$ cat src/rtl/logic_op_stream_pkg.sv
// Shared op-code constants and FSM state type for the logic_op_stream datapath.
package logic_op_stream_pkg;

    localparam logic [2:0] OP_AND  = 3'b000;
    localparam logic [2:0] OP_OR   = 3'b001;
    localparam logic [2:0] OP_XOR  = 3'b010;
    localparam logic [2:0] OP_XNOR = 3'b011;
    localparam logic [2:0] OP_NAND = 3'b100;
    localparam logic [2:0] OP_NOR  = 3'b101;
    localparam logic [2:0] OP_ANDN = 3'b110;
    localparam logic [2:0] OP_PASS = 3'b111;

    typedef enum logic {
        ST_IDLE = 1'b0,
        ST_ACC  = 1'b1
    } state_e;

endpackage

$ cat src/rtl/logic_op_stream_if.sv
// Operand/result stream bundle; slave is the logic unit side, master the producer/consumer side.
interface logic_op_stream_if #(
    parameter int WIDTH = 8,
    parameter int CNT_W = 8
);
    logic             in_valid;
    logic             in_ready;
    logic [2:0]       in_op;
    logic             in_mode;
    logic             in_last;
    logic [WIDTH-1:0] din_a;
    logic [WIDTH-1:0] din_b;
    logic             out_valid;
    logic             out_ready;
    logic [WIDTH-1:0] dout;
    logic [CNT_W-1:0] dout_cnt;
    logic             dout_zero;
    logic             dout_par;
    logic             busy;

    modport slave (
        input  in_valid, in_op, in_mode, in_last, din_a, din_b, out_ready,
        output in_ready, out_valid, dout, dout_cnt, dout_zero, dout_par, busy
    );

    modport master (
        output in_valid, in_op, in_mode, in_last, din_a, din_b, out_ready,
        input  in_ready, out_valid, dout, dout_cnt, dout_zero, dout_par, busy
    );
endinterface

$ cat src/rtl/logic_op_stream_unit.sv
// Combinational bitwise function f(x,y) selected by a 3-bit op code.
module logic_op_unit
    import logic_op_stream_pkg::*;
#(
    parameter int WIDTH = 8
) (
    input  logic [WIDTH-1:0] x,
    input  logic [WIDTH-1:0] y,
    input  logic [2:0]       op,
    output logic [WIDTH-1:0] f
);

    always_comb begin
        f = '0;
        case (op)
            OP_AND:  f = x & y;
            OP_OR:   f = x | y;
            OP_XOR:  f = x ^ y;
            OP_XNOR: f = ~(x ^ y);
            OP_NAND: f = ~(x & y);
            OP_NOR:  f = ~(x | y);
            OP_ANDN: f = x & ~y;
            OP_PASS: f = x;
            default: f = '0;
        endcase
    end

endmodule

$ cat src/rtl/logic_op_stream.sv
// Registered bitwise-logic stream unit: pairwise results or burst accumulation with beat count and flags.
module logic_op_stream
    import logic_op_stream_pkg::*;
#(
    parameter int WIDTH  = 8,
    parameter int CNT_W  = 8,
    parameter int ACC_EN = 1
) (
    input logic               clk,
    input logic               rst,
    logic_op_stream_if.slave  bus
);

    state_e           state, state_n;
    logic [WIDTH-1:0] acc, acc_n;
    logic [CNT_W-1:0] cnt, cnt_n, cnt_inc;
    logic [2:0]       op_q, op_n;
    logic [WIDTH-1:0] res, res_n;
    logic [CNT_W-1:0] rcnt, rcnt_n;
    logic             zero, zero_n;
    logic             par, par_n;
    logic             ovalid, ovalid_n;

    logic             accept;
    logic             load;
    logic [WIDTH-1:0] load_val;
    logic [CNT_W-1:0] load_cnt;
    logic [WIDTH-1:0] fx, fy, fres;
    logic [2:0]       fop;

    assign bus.in_ready  = !ovalid || bus.out_ready;
    assign accept        = bus.in_valid && bus.in_ready;
    assign bus.out_valid = ovalid;
    assign bus.dout      = res;
    assign bus.dout_cnt  = rcnt;
    assign bus.dout_zero = zero;
    assign bus.dout_par  = par;
    assign bus.busy      = (state == ST_ACC);

    assign cnt_inc = (cnt == '1) ? cnt : cnt + CNT_W'(1);

    // One shared function unit: in a burst it folds the running acc with din_a under the latched op.
    assign fx  = (state == ST_ACC) ? acc   : bus.din_a;
    assign fy  = (state == ST_ACC) ? bus.din_a : bus.din_b;
    assign fop = (state == ST_ACC) ? op_q  : bus.in_op;

    logic_op_unit #(.WIDTH(WIDTH)) u_unit (
        .x  (fx),
        .y  (fy),
        .op (fop),
        .f  (fres)
    );

    always_comb begin
        state_n  = state;
        acc_n    = acc;
        cnt_n    = cnt;
        op_n     = op_q;
        res_n    = res;
        rcnt_n   = rcnt;
        zero_n   = zero;
        par_n    = par;
        ovalid_n = ovalid;
        load     = 1'b0;
        load_val = '0;
        load_cnt = '0;

        if (ovalid && bus.out_ready)
            ovalid_n = 1'b0;

        if (accept) begin
            case (state)
                ST_IDLE: begin
                    if ((ACC_EN != 0) && bus.in_mode) begin
                        if (bus.in_last) begin
                            load     = 1'b1;
                            load_val = bus.din_a;
                            load_cnt = CNT_W'(1);
                        end else begin
                            acc_n   = bus.din_a;
                            cnt_n   = CNT_W'(1);
                            op_n    = bus.in_op;
                            state_n = ST_ACC;
                        end
                    end else begin
                        load     = 1'b1;
                        load_val = fres;
                        load_cnt = CNT_W'(1);
                    end
                end
                ST_ACC: begin
                    if (bus.in_last) begin
                        load     = 1'b1;
                        load_val = fres;
                        load_cnt = cnt_inc;
                        state_n  = ST_IDLE;
                    end else begin
                        acc_n = fres;
                        cnt_n = cnt_inc;
                    end
                end
                default: state_n = ST_IDLE;
            endcase
        end

        if (load) begin
            res_n    = load_val;
            rcnt_n   = load_cnt;
            zero_n   = ~|load_val;
            par_n    = ^load_val;
            ovalid_n = 1'b1;
        end
    end

    always_ff @(posedge clk or posedge rst) begin
        if (rst) begin
            state  <= ST_IDLE;
            acc    <= '0;
            cnt    <= '0;
            op_q   <= '0;
            res    <= '0;
            rcnt   <= '0;
            zero   <= 1'b0;
            par    <= 1'b0;
            ovalid <= 1'b0;
        end else begin
            state  <= state_n;
            acc    <= acc_n;
            cnt    <= cnt_n;
            op_q   <= op_n;
            res    <= res_n;
            rcnt   <= rcnt_n;
            zero   <= zero_n;
            par    <= par_n;
            ovalid <= ovalid_n;
        end
    end

endmodule

$ cat src/flat_wrapper.sv
// flat-port wrapper written by rule: the top's interface ports become plain ports
module logic_op_stream_flat import logic_op_stream_pkg::*;
#(
    parameter int WIDTH  = 8,
    parameter int CNT_W  = 8,
    parameter int ACC_EN = 1
)
  (clk, rst, bus_in_valid, bus_in_op, bus_in_mode, bus_in_last, bus_din_a, bus_din_b, bus_out_ready, bus_in_ready, bus_out_valid, bus_dout, bus_dout_cnt, bus_dout_zero, bus_dout_par, bus_busy);
  logic_op_stream_if #(.WIDTH(WIDTH), .CNT_W(CNT_W)) bus_i ();
  input logic clk;
  input logic rst;
  input wire logic [$bits(bus_i.in_valid)-1:0] bus_in_valid;
  input wire logic [$bits(bus_i.in_op)-1:0] bus_in_op;
  input wire logic [$bits(bus_i.in_mode)-1:0] bus_in_mode;
  input wire logic [$bits(bus_i.in_last)-1:0] bus_in_last;
  input wire logic [$bits(bus_i.din_a)-1:0] bus_din_a;
  input wire logic [$bits(bus_i.din_b)-1:0] bus_din_b;
  input wire logic [$bits(bus_i.out_ready)-1:0] bus_out_ready;
  output wire logic [$bits(bus_i.in_ready)-1:0] bus_in_ready;
  output wire logic [$bits(bus_i.out_valid)-1:0] bus_out_valid;
  output wire logic [$bits(bus_i.dout)-1:0] bus_dout;
  output wire logic [$bits(bus_i.dout_cnt)-1:0] bus_dout_cnt;
  output wire logic [$bits(bus_i.dout_zero)-1:0] bus_dout_zero;
  output wire logic [$bits(bus_i.dout_par)-1:0] bus_dout_par;
  output wire logic [$bits(bus_i.busy)-1:0] bus_busy;
  assign bus_i.in_valid = bus_in_valid;
  assign bus_i.in_op = bus_in_op;
  assign bus_i.in_mode = bus_in_mode;
  assign bus_i.in_last = bus_in_last;
  assign bus_i.din_a = bus_din_a;
  assign bus_i.din_b = bus_din_b;
  assign bus_i.out_ready = bus_out_ready;
  assign bus_in_ready = bus_i.in_ready;
  assign bus_out_valid = bus_i.out_valid;
  assign bus_dout = bus_i.dout;
  assign bus_dout_cnt = bus_i.dout_cnt;
  assign bus_dout_zero = bus_i.dout_zero;
  assign bus_dout_par = bus_i.dout_par;
  assign bus_busy = bus_i.busy;
  logic_op_stream #(.WIDTH(WIDTH), .CNT_W(CNT_W), .ACC_EN(ACC_EN)) u_core (.clk(clk), .rst(rst), .bus(bus_i));
endmodule
$ cat config.mk
export PLATFORM = sky130hd
export DESIGN_NAME = logic_op_stream_flat
export DESIGN_NICKNAME = d
export VERILOG_FILES = /design/src/rtl/logic_op_stream_pkg.sv /design/src/rtl/logic_op_stream_if.sv /design/src/rtl/logic_op_stream_unit.sv /design/src/rtl/logic_op_stream.sv /design/src/flat_wrapper.sv
export SDC_FILE = /design/constraint.sdc
export NUM_CORES = 1
export LEC_CHECK = 0
export CAP_MARGIN = 25
export CELL_PAD_IN_SITES_DETAIL_PLACEMENT = 0
export CELL_PAD_IN_SITES_GLOBAL_PLACEMENT = 1
export CORE_ASPECT_RATIO = 0.6
export CORE_UTILIZATION = 42
export DETAILED_ROUTE_END_ITERATION = 10
export PLACE_DENSITY = 0.77
export SYNTH_ARGS = -nofsm -noshare
export SYNTH_HDL_FRONTEND = slang
export SYNTH_HIERARCHICAL = 1
export SYNTH_SLANG_ARGS = --single-unit
$ cat constraint.sdc
create_clock -name clk -period 4.2 [get_ports clk]
set_clock_uncertainty 0.05 [all_clocks]
set_input_delay 0.42 -clock clk [delete_from_list [all_inputs] [get_ports clk]]
set_output_delay 0.42 -clock clk [all_outputs]
set_load 0.01 [all_outputs]
# Yosys cells after proc, flatten, opt, wreduce, memory -nomap -nowiden

Index checks and enable logic that the tools add are counted.
Widths: inputs -> output; s select.

Output and inout port bits: 21
Bits in registers: 39

Multiplexer cells: 32
Equality and inequality tests: 11
Bitwise logic cells: 10
$add $sub $neg: 1
Reduce and logical (&&, ||, !) cells: 11

Operator list:

| kind                | count |
|---|---|
| $mux 8              | 15 |
| $pmux 8 s2          | 4 |
| $pmux 8 s8          | 1 |
| $not 8->8           | 4 |
| $and 8x8->8         | 2 |
| $eq 3x3->1 const B  | 4 |
| $mux 1              | 9 |
| $add 8x1->8 const B | 1 |
| $eq 8x8->1 const B  | 1 |
| $or 8x8->8          | 1 |
| $reduce_and 4->1    | 2 |
| $reduce_or 8->1     | 1 |
| $reduce_xor 8->1    | 1 |
| $xor 8x8->8         | 1 |
| $eq 3x2->1 const B  | 2 |
| $ne 2x2->1 const B  | 3 |
| $pmux 1 s2          | 2 |
| $eq 3x1->1 const B  | 1 |
| $logic_not 3->1     | 1 |
| $mux 3              | 1 |
| $logic_and 1x1->1   | 2 |
| $logic_not 1->1     | 2 |
| $not 1->1           | 2 |
| $reduce_bool 2->1   | 1 |
| $logic_or 1x1->1    | 1 |

# Logic depth before layout (Yosys ltp)

Depth after elaboration: 9
Mapped depth: 20
Gate-level depth less buffers: 16

# Modules after synthesis

The synthesis kept the hierarchy.

By module, submodules not included:

| module          | times used | cells an instance | area each (µm²) | sequential area each (µm²) |
|---|---|---|---|---|
| logic_op_stream | 1          | 236               | 2307.2          | 975.9 |
| logic_op_unit   | 1          | 140               | 1012.2          | 0.0 |

# Least setup slack after synthesis

Ideal clock, no wire load.

Path kind: register to register
From: register u_core.state (netlist: u_core/bus.busy)
To: register u_core.par (netlist: u_core/bus.dout_par)
Path slack: 0.968 ns
Cell stages (with the launch flop): 16
Clock period less this slack: 3.232 ns
Setup time: 0.127 ns
Data arrival time: 3.055 ns
Cell sequence: dfrtp_1 buf_6 buf_6 buf_4 mux2_2 buf_6 or3_1 clkbuf_1 o22a_1 a22o_1 a22o_1 nand2_1 ha_1 xnor2_1 xnor2_1 o21ai_0

RTL lines:

| element                            | line                                         | RTL |
|---|---|---|
| start: declaration                 | logic_op_stream.sv:14                        | `state_e state, state_n;` |
| start signal: assignment           | logic_op_stream.sv:127                       | `state <= state_n;` |
| $mux 3 *                           | logic_op_stream.sv:45                        | `assign fop = (state == ST_ACC) ? op_q : bus.in_op;` |
| named net u_core.fop[0]            | logic_op_stream.sv:29                        | `logic [2:0] fop;` |
| $eq 3x3->1 (tied with other cells) | logic_op_stream_unit.sv:15                   | `case (op)` |
| $pmux 8 s8 *                       | logic_op_stream_unit.sv:15                   |  |
| named net u_core.fres[1]           | logic_op_stream.sv:28                        | `logic [WIDTH-1:0] fx, fy, fres;` |
| $mux 8 (on tied branches)          | logic_op_stream.sv:92, logic_op_stream.sv:74 |  |
| $pmux 8 s2 *                       | logic_op_stream.sv:72                        | `case (state)` |
| $mux 8 *                           | logic_op_stream.sv:71                        | `if (accept) begin` |
| $reduce_xor 8->1 *                 | logic_op_stream.sv:110                       | `par_n = ^load_val;` |
| end signal: assignment             | logic_op_stream.sv:134                       | `par <= par_n;` |
| end: declaration                   | logic_op_stream.sv:21                        | `logic par, par_n;` |

The timed path passes the listed nets; every way through them passes the cells marked *.
A chain may end at the register's enable or synchronous reset.

# Worst setup path in the final report

From: register u_core.state (netlist: u_core/bus.busy)
To: register u_core.par (netlist: u_core/bus.dout_par)

Word-level cells in the longest chain between the ends: 8

Ends and longest elaborated chain:

| element                             | line                                         | RTL |
|---|---|---|
| $mux 8 *                            | logic_op_stream.sv:44                        | `assign fy = (state == ST_ACC) ? bus.din_a : bus.din_b;` |
| named net u_core.fy[6]              | logic_op_stream.sv:28                        |  |
| $not 8->8 (tied with other cells)   | logic_op_stream_unit.sv:22                   | `OP_ANDN: f = x & ~y;` |
| $and 8x8->8 (tied with other cells) | logic_op_stream_unit.sv:22                   |  |
| $pmux 8 s8 *                        | logic_op_stream_unit.sv:15                   |  |
| named net u_core.fres[6]            | logic_op_stream.sv:28                        |  |
| $mux 8 (on tied branches)           | logic_op_stream.sv:92, logic_op_stream.sv:74 |  |
| $pmux 8 s2 *                        | logic_op_stream.sv:72                        |  |
| $mux 8 *                            | logic_op_stream.sv:71                        |  |
| $reduce_xor 8->1 *                  | logic_op_stream.sv:110                       |  |

Marks and branches as above.

==> run metrics <==
Hold Vio Cnt, Final 0; Period minus WS final 3.70 ns; synthesis-to-layout area growth 18.0%; Max clock buf depth 2; worst-margin pin slew 0.606 ns; total CTS buffers 5; mux cell area share after synthesis 9.01%; root cell of the clock tree clkbuf_16; register area share after synthesis 29.4%; Global Route Usage Sum 20.8%; antenna-violating nets left 0; hold buffer count at cts 0; reg2reg setup slack 0.50 ns; Post-Synth XOR/XNOR Area 1.85%; RD Place Congestion 0.810; Achievable Freq 270 MHz; fin util 52.6%; Max VDD drop 0.000375 V; worst skew pair latency 0.28 ns; die width 117 um; row count 24; Compound-Gate Fraction of Synth Area 21.3%; FF+latch count, synth 39; vias in the first global route 2667; PwrDens 531 nW/um^2; core area 7450 um^2; most frequent cells in the layout 51 x nand2_1, 45 x clkdlybuf4s50_1, 39 x dfrtp_1; Final period util 88.1%; worst min-delay path category reg2reg; first-pass GRT wire length 13300 um; post-CTS sizing 0; clk slew on worst S/H paths 0.06 ns; ys flop type dfrtp_1; share of cells above drive strength 1 9.95%; Via density 5.39; Die H 70.9 um; Cells after Synth 376; crit path DAT 3.81 ns; CTS Sinks 39; H-tree depth 2; CP Capture Type flop; Post-Synth Simple-Gate Area 19.6%; Mapped Avg Cell Area 8.83 um^2; Max transition margin 59.5%; Final HPWL DP 6110 um; Fin Setup TNS 0 ns; combinational family with the most area after synthesis compound AO/OA/AOI/OAI gates; Ant. Diodes 0; largest net degree at the start of global routing 40; RSZ-0062 raised after global routing no; final layout net count 465; 1st-pass router iterations 4; pre-CTS setup slack 0.526 ns; syn nets 430; commonest non-fill, non-tap cell in the layout nand2_1; ys async rst share 100%; port bufs 45; # DRC 0; Adder-Cell Fraction of Synth Area 10.9%; status complete, no violations; maxcap violations 0; initial antenna violation count 0; Lkg Pwr 1.75 nW; CTS tree done; Vias 2781; Yosys cell types 54; crit path max fanout 22; max-slew violation count 0; drt initial violations 206; critical path type reg2reg; Setup crit start kind flop; postcts setup bufs 0; post-route worst setup slack 0.498 ns; final WL 8060 um; I/O pin count 46; starting density of the core 44.6%; Req. time, crit path 4.31 ns; Netlist Area Pre-Place 3320 um^2; Overflow after GRT 0; die area 8270 um^2; average wire per standard cell 15.6 um; Syn. warnings 6; final setup fails 0; Post-synth EDFFs 0
==> routing by layer <==
metal	track usage (%)	share of wire (%)	up-vias
met5	0	0	-
met3	4.88	4.3	2
met4	2.95	0.12	0
li1	-	-	1406
met2	30.8	41	62
met1	31.4	54	1311
==> registers in the layout, summed over array words and instances, names as in the netlist <==
signal	flops
u_core/acc	8
u_core/bus.dout	8
u_core/bus.dout_cnt	8
u_core/cnt	8
u_core/op_q	3
u_core/bus.busy	1
u_core/bus.dout_par	1
u_core/bus.dout_zero	1
u_core/bus.out_valid	1
==> report_power, final <==
group | internal [mW] | total [mW] | switching, mW
logic | 0.503 | 1.06 | 0.558
registers | 0.493 | 0.582 | 0.0896
clock network | 0.280 | 0.436 | 0.156
total | 1.28 | 2.08 | 0.804
==> critical path, cell delays in order, from the launching register on <==
cell and delay (ns):
dfrtp_1 0.72, buf_4 0.38, mux2_2 0.39, inv_1 0.09, ha_1 0.25, nor2b_1 0.10, o21ai_0 0.09, a21oi_1 0.17
o22a_1 0.18, nand2_1 0.08, o21ai_0 0.09, a22o_1 0.19, nand2_1 0.08, ha_1 0.33, xnor2_1 0.17, xnor2_1 0.13
o21ai_0 0.08
==> logic make-up (layout without fill, tap and decap cells) <==
group,after synthesis,after routing
AND/OR/NAND/NOR,122,122
AO/OA/AOI/OAI,110,110
buffers and inverters,42,78
flip-flops,39,39
adder cells (fa/ha/maj),29,29
multiplexers,27,27
XOR/XNOR,7,7
==> area by class of cell <==
| class | count | area [um^2] |
|---|---|---|
| clock inverter | 3 | 43.8 |
| clock buffer | 5 | 125 |
| inverter | 20 | 75.1 |
| timing repair buffer | 50 | 488 |
| fill | 734 | 3530 |
| multi-input combinational | 295 | 2080 |
| tap | 104 | 130 |
| sequential | 39 | 976 |
==> stage by stage <==
step                      std cells  power, mW  hold slack (ns)  cell area [um^2]
after floorplan                 376       1.36            0.400              3320
after global placement          508       1.63            0.417              3750
after detailed placement        508       1.64            0.423              3750
after CTS                       516       2.08            0.435              3920
after global routing            516       2.24            0.452              3920
final                           516       2.08            0.429              3920
==> final timing paths <==
path	to	cells after the start	startpoint
max	u_core/bus.dout_par$_DFFE_PP0P_	16	u_core/bus.busy$_DFFE_PP0P_
min	u_core/bus.dout_cnt[4]$_DFFE_PP0P_	2	u_core/bus.dout_cnt[4]$_DFFE_PP0P_
max reg2reg	u_core/bus.dout_par$_DFFE_PP0P_	16	u_core/bus.busy$_DFFE_PP0P_
min reg2reg	u_core/bus.dout_cnt[4]$_DFFE_PP0P_	2	u_core/bus.dout_cnt[4]$_DFFE_PP0P_
max in group asynchronous	u_core/cnt[7]$_DFFE_PP0P_	3	rst
min in group asynchronous	u_core/bus.dout_zero$_DFFE_PP0P_	3	rst
==> cell usage after synthesis (5+ instances only) <==
library cell  number  area share, %
nand2_1           51            5.8
dfrtp_1           39             29
o21ai_0           33            5.0
ha_1              29             11
nor2_1            24            2.7
a21oi_1           22            3.3
inv_1             20            2.3
a22o_1            16            4.2
mux2_2            15            5.1
mux2i_1           10            3.0
nand2b_1          10            1.9
a31oi_1            9            1.7
nor2b_1            7            1.3
a21o_1             6            1.4
buf_4              6            1.4
buf_6              6            2.0
xnor2_1            6            1.6
buf_2              5           0.75
o21ai_1            5           0.75
Power figures use the tool's default switching activity.
